File: config.mk
export PLATFORM = sky130hd
export DESIGN_NAME = four_bit_seq_divider
export DESIGN_NICKNAME = d
export VERILOG_FILES = /design/src/rtl/four_bit_seq_divider.sv
export SDC_FILE = /design/constraint.sdc
export NUM_CORES = 1
export LEC_CHECK = 0
export ABC_AREA = 1
export BUFFER_PORTS_ARGS = -buffer_cell sky130_fd_sc_hd__buf_2
export CAP_MARGIN = 30
export CELL_PAD_IN_SITES_DETAIL_PLACEMENT = 1
export CELL_PAD_IN_SITES_GLOBAL_PLACEMENT = 1
export CORE_MARGIN = 5
export CORE_UTILIZATION = 37
export DETAILED_ROUTE_END_ITERATION = 12
export PLACE_DENSITY = 0.82
export SLEW_MARGIN = 20
export SYNTH_ARGS = -nofsm -noshare
export SYNTH_HDL_FRONTEND = slang
export SYNTH_SLANG_ARGS = --single-unit
File: constraint.sdc
create_clock -name clk -period 1.9 [get_ports clk]
set_clock_uncertainty 0.15 [all_clocks]
set_input_delay 0.38 -clock clk [delete_from_list [all_inputs] [get_ports clk]]
set_output_delay 0.38 -clock clk [all_outputs]
set_load 0.05 [all_outputs]
File: src/rtl/four_bit_seq_divider.sv
// Sequential restoring divider: one quotient bit per clock,
// trial subtraction at WIDTH+1 bits with borrow-driven restore.
module four_bit_seq_divider #(
  parameter int WIDTH = 4
) (
  input  logic             clk,
  input  logic             rst,
  input  logic             start,
  input  logic [WIDTH-1:0] dividend,
  input  logic [WIDTH-1:0] divisor,
  output logic             busy,
  output logic             done,
  output logic             div_by_zero,
  output logic [WIDTH-1:0] quotient,
  output logic [WIDTH-1:0] remainder
);

  localparam int CW = $clog2(WIDTH + 1);

  typedef enum logic [1:0] {
    IDLE,
    CALC,
    DONE
  } state_t;

  state_t state, state_nx;

  logic [WIDTH-1:0] p;
  logic [WIDTH-1:0] q;
  logic [WIDTH-1:0] dvsr;
  logic [CW-1:0]    cnt;

  logic [WIDTH:0]   p_sh;
  logic [WIDTH:0]   t;
  logic             borrow;
  logic             last;
  logic [WIDTH-1:0] p_nx;
  logic [WIDTH-1:0] q_nx;
  logic             dvsr_zero;

  // P' never exceeds 2*divisor-1, so the top bit of t is a clean borrow
  always_comb begin
    p_sh      = {p, q[WIDTH-1]};
    t         = p_sh - {1'b0, dvsr};
    borrow    = t[WIDTH];
    p_nx      = borrow ? p_sh[WIDTH-1:0] : t[WIDTH-1:0];
    q_nx      = {q[WIDTH-2:0], ~borrow};
    last      = (cnt == CW'(1));
    dvsr_zero = (divisor == '0);
  end

  always_ff @(posedge clk or posedge rst) begin
    if (rst) state <= IDLE;
    else     state <= state_nx;
  end

  always_comb begin
    state_nx = state;
    busy     = 1'b0;
    done     = 1'b0;
    unique case (state)
      IDLE: begin
        if (start)
          state_nx = dvsr_zero ? DONE : CALC;
      end
      CALC: begin
        busy = 1'b1;
        if (last) state_nx = DONE;
      end
      DONE: begin
        done     = 1'b1;
        state_nx = IDLE;
      end
      default: state_nx = IDLE;
    endcase
  end

  always_ff @(posedge clk or posedge rst) begin
    if (rst) begin
      p           <= '0;
      q           <= '0;
      dvsr        <= '0;
      cnt         <= '0;
      quotient    <= '0;
      remainder   <= '0;
      div_by_zero <= 1'b0;
    end else begin
      unique case (state)
        IDLE: begin
          if (start) begin
            if (dvsr_zero) begin
              quotient    <= '1;
              remainder   <= dividend;
              div_by_zero <= 1'b1;
            end else begin
              q    <= dividend;
              dvsr <= divisor;
              p    <= '0;
              cnt  <= CW'(WIDTH);
            end
          end
        end
        CALC: begin
          p   <= p_nx;
          q   <= q_nx;
          cnt <= cnt - 1'b1;
          if (last) begin
            quotient    <= q_nx;
            remainder   <= p_nx;
            div_by_zero <= 1'b0;
          end
        end
        DONE: begin
        end
        default: begin
        end
      endcase
    end
  end

endmodule

Word-level counts from Yosys, hierarchy flattened
Cells that the tools add are included.

storage, ports and cells
  logic and storage cells = 54
  ROM bits = 0
  bits in latches = 0
  output and inout port bits = 11
  register bits = 26
  RAM bits = 0
  memories kept = 0

operators by class
  multiply operators = 0
  bitwise logic cells = 2
  add/sub/neg operators = 2
  shift-type cells = 0
  div/mod/pow operators = 0
  multiplexer cells = 28
  reduce and logical (&&, ||, !) cells = 7
  eq/ne operators = 7
  order comparisons = 0

operators with widths
  cell                 count
  $mux 4               11
  $pmux 4 s2           4
  $ne 2x2->1 const B   4
  $mux 2               3
  $mux 3               2
  $pmux 3 s2           1
  $reduce_and 3->1     2
  $mux 1               5
  $sub 5x4->5          1
  $logic_not 4->1      1
  $pmux 2 s2           1
  $reduce_and 4->1     1
  $eq 3x1->1 const B   1
  $sub 3x1->3 const B  1
  $eq 2x1->1 const B   1
  $eq 2x2->1 const B   1
  $logic_not 2->1      1
  $not 1->1            2
  $pmux 1 s2           1
  $reduce_and 2->1     1
  $reduce_bool 2->1    1

Longest topological paths before layout
  word-level depth = 4
  depth in mapped cells = 12

Worst setup path before layout
OpenSTA, ideal clock, no wires.

  path type = reg2reg
  start point = reg q[3]
  end point = reg remainder[2]
  cell stages (with the launch flop) = 13
  clock period less this slack = 1.814 ns
  data required time = 1.687 ns
  arrival time = 1.601 ns
  setup slack = 0.086 ns
  library setup time = 0.063 ns
  path through = dfrtp_1 -> inv_1 -> ha_1 -> fa_1 -> inv_1 -> nand2_1 -> nand2_1 -> nand3_1 -> nand2_1 -> nand3_1 -> nand3_1 -> nand2_1 -> inv_1

between the ends
  cells in the longest elaborated chain, start to end = 4

RTL lines
  element                   RTL line  RTL
  start: declaration        29        logic [WIDTH-1:0] q;
  start signal: assignment  96        q <= dividend;
  start signal: assignment  105       q <= q_nx;
  $sub 5x4->5               44        t = p_sh - {1'b0, dvsr};
  $mux 4                    46        p_nx = borrow ? p_sh[WIDTH-1:0] : t[WIDTH-1:0];
  $mux 4                    107       if (last) begin
  $pmux 4 s2                88        unique case (state)
  end signal: assignment    93        remainder <= dividend;
  end signal: assignment    109       remainder <= p_nx;
  end: declaration          15        output logic [WIDTH-1:0] remainder

Every way passes these cells. The select of a mux whose other input is x is not followed.
A chain may end at the register's enable or synchronous reset.

Final worst setup path
  start point = reg q[3]
  end point = reg remainder[1]

The elaborated chain is that of the path after synthesis.

==> out/metrics.csv <==
stage,metric,value,unit
status,status,"finished, violations left",
status,violations,negative hold slack,
routing,drc,0,
grt,grt_antenna_before_repair,0,
cts,clock_sinks,26,
placement,post-place-ws,-0.102,ns
yosys,syn_nets,192,
grt,grt_max_degree,27,
cts,cts_root_buf,clkbuf_8,
placement,numPortBuffers,21,
pwr,ir_drop,879,µV
pwr,switching_share,51.8,%
cts,cts_tree,done,
finish,fillCellCount,450,
yosys,yosys_warnings,0,
yosys,netlist_area,1410,µm²
finish,nets,228,
critical_path,r2r_cells,12,
routing,drt-total-wl,3920,µm
routing,wl_per_cell,15.3,µm
job,drv_cap,0,
critical_path,cp_cell_sequence,inv_2 -> ha_4 -> fa_2 -> inv_2 -> nand2_2 -> nand2_2 -> nand3_2 -> nand2_4 -> nand3_4 -> nand3_2 -> nand2_1 -> inv_1,
yosys,synth_cell_types,24,
critical_path,endpoint,remainder[1],
pwr,p_per_area,2000,nW/µm²
finish,num_antenna_cells,0,
floorplanning,coreArea,3660,µm²
routing,dr.pass1.iters,4,
cts,cts_hold_buf,0,
sta,drv_slew,0,
finish,mostFrequentLayoutCells,"nor2_1 (27), dfrtp_1 (26), inv_1 (25)",
floorplanning,initial_core_util,38.4,%
sta,rsz0062_at_grt,yes,
cts,htree_num_levels,1,
routing,ant_nets,0,
critical_path,cp-end-kind,flip-flop,
floorplanning,fp.dieArea,5130,µm²
critical_path,cp-startpoint,q[3],
finish,drive_gt1_share,35.9,%
sta,hold_viol_final,8,
critical_path,crit_fanout,5,
cts,clk_latency,0.28,ns
critical_path,crit_type,flip-flop to flip-flop,
pwr,p_total,3.68,mW
grt,grt_pass1_vias,1413,
pwr,p_seq_share,26.0,%
sta,fmax,531,MHz
routing,vias_per_cell,5.03,
sta,hold_slack,-0.00962,ns
sta,fin_crit_sh,99.2,%
pwr,pwr-share-comb,64.1,%
floorplanning,die_w,71.6,µm
pwr,p_clk_share,10.0,%
critical_path,startpoint_type,flip-flop,
critical_path,required,1.98,ns
finish,syn_to_final_growth,31.2,%
placement,place_congestion,0.853,
sta,min_period,1.88,ns
routing,dr.first_iter.drc_count,37,
finish,final_common_cell,nor2_1,
cts,cts.path.max_buffers,2,
critical_path,rr_startpoint,q[3],
grt,grt_first_pass_wirelength,6220,µm
critical_path,cp_slowest_cell,dfrtp_1,
yosys,ys_seq_elements,26,
pwr,p_switching,1.91,mW
sta,fin_ws,0.0153,ns
yosys,syn_avg_cell_area,8.08,µm²
yosys,netlist_instances,174,
sta,relSlewSlack,76.4,%
finish,fin_util,50.3,%
sta,setup_violations,0,
pwr,power_leakage,0.909,nW
cts,clkTransAtPathRegs,0.09,ns
grt,grt_use_total,15.3,%
floorplanning,die_h,71.6,µm
pwr,p_int,1.77,mW
floorplanning,io_pins,22,
sta,worst_slew_pin_slew,0.354,ns
cts,cts_buffers,3,
routing,vias,1293,
critical_path,r2r-end,remainder[1],
critical_path,slowest_delay,0.38,ns
hold_path,holdCritPathClass,input pin to asynchronous set/reset pin,
floorplanning,core.rowCount,22,
placement,dp.final_hpwl,2710,µm
grt,overflow,0,
critical_path,regToRegSetupSlack,0.02,ns
critical_path,arrival,1.96,ns
yosys,yosysSeqAreaShare,46.3,%
## cell usage after synthesis, drive strengths merged
| cell | number | area [µm²] |
|---|---|---|
| dfrtp | 26 | 651 |
| fa | 1 | 20.0 |
| or2 | 4 | 25.0 |
| inv | 32 | 120 |
| o22ai | 1 | 6.26 |
| a31oi | 1 | 6.26 |
| nand2 | 26 | 105 |
| ha | 6 | 75.1 |
| nand3 | 26 | 143 |
| buf | 3 | 23.8 |
| mux2 | 1 | 11.3 |
| o211ai | 2 | 15.0 |
| a21oi | 8 | 40.0 |
| nor2 | 28 | 113 |
| o21ai | 7 | 35.0 |
| xnor2 | 1 | 8.76 |
| a22oi | 1 | 7.51 |
## layout make-up
class | instances | area [µm²] | area share [%]
timing repair buffer | 34 | 203 | 11.0
inverter | 32 | 120 | 6.52
sequential | 26 | 651 | 35.3
clock buffer | 4 | 55.1 | 2.99
tap | 48 | 60.1 | 3.26
multi-input combinational | 113 | 754 | 40.9
## routing by layer
metal	up-vias	GRT usage (%)	wire [µm]
li1	619	-	-
met1	639	18.2	1650
met2	26	27.9	2050
met3	9	2.24	140
met4	0	5.43	76
met5	-	0	0
## through the flow
step	hold slack, ns	instance area (µm²)	TNS (ns)	std cells
2_1_floorplan	0.270	1410	0	174
3_3_place_gp	0.301	1600	-0.0393	247
3_5_place_dp	0.310	1600	-0.581	247
4_1_cts	0.00470	1740	0	254
5_1_grt	0.0330	1840	-0.301	257
6_report	-0.00962	1840	0	257
## critical path: cells and delay by family, from the launching register on
family / cells / cell delay (ns)
DFF: 1 / 0.38
adders and majority gates: 2 / 0.51
buffers and inverters: 3 / 0.18
and+or+nand+nor: 7 / 0.61
## cells by family after synthesis
kind of cell / count (synthesis) / synth area share [%]
mux: 1 / 0.801
buf+inv: 35 / 10.2
fa+ha+maj: 7 / 6.77
flops: 26 / 46.3
xor+xnor: 1 / 0.623
compound gates: 20 / 7.84
simple gates: 84 / 27.4
## power by group through the flow
stage	clock network, mW	logic, mW	registers, mW
floorplan	0	1.15	1.22
global placement	0	1.87	0.940
detailed placement	0	1.92	0.954
CTS	0.375	2.12	0.949
global route	0.403	2.59	0.981
finish	0.366	2.36	0.955
## flip-flops by register name (all words and copies together) (netlist names)
name and flops:
state 2, dvsr 4, p 4, cnt 3, div_by_zero 1, q 4, remainder 4, quotient 4
## worst min-delay path by stage
| stage | slack, ns | cells after the start | to |
|---|---|---|---|
| detailed placement | 0.31 | 3 | quotient[2] |
| global route | 0.03 | 3 | quotient[1] |
| global placement | 0.30 | 3 | div_by_zero |
| finish | -0.01 | 3 | div_by_zero |
| CTS | 0.005 | 3 | quotient[2] |
| floorplan | 0.27 | 1 | cnt[0] |
## repair_timing
action | CTS | global route
cloned | 0 | 0
resized for setup | 15 | 18
setup buffers | 3 | 3
pin swaps | 8 | 9
setup endpoints to repair | 10 | 10
endpoints found under the hold margin | 0 | 0
Power figures use the tool's default switching activity.
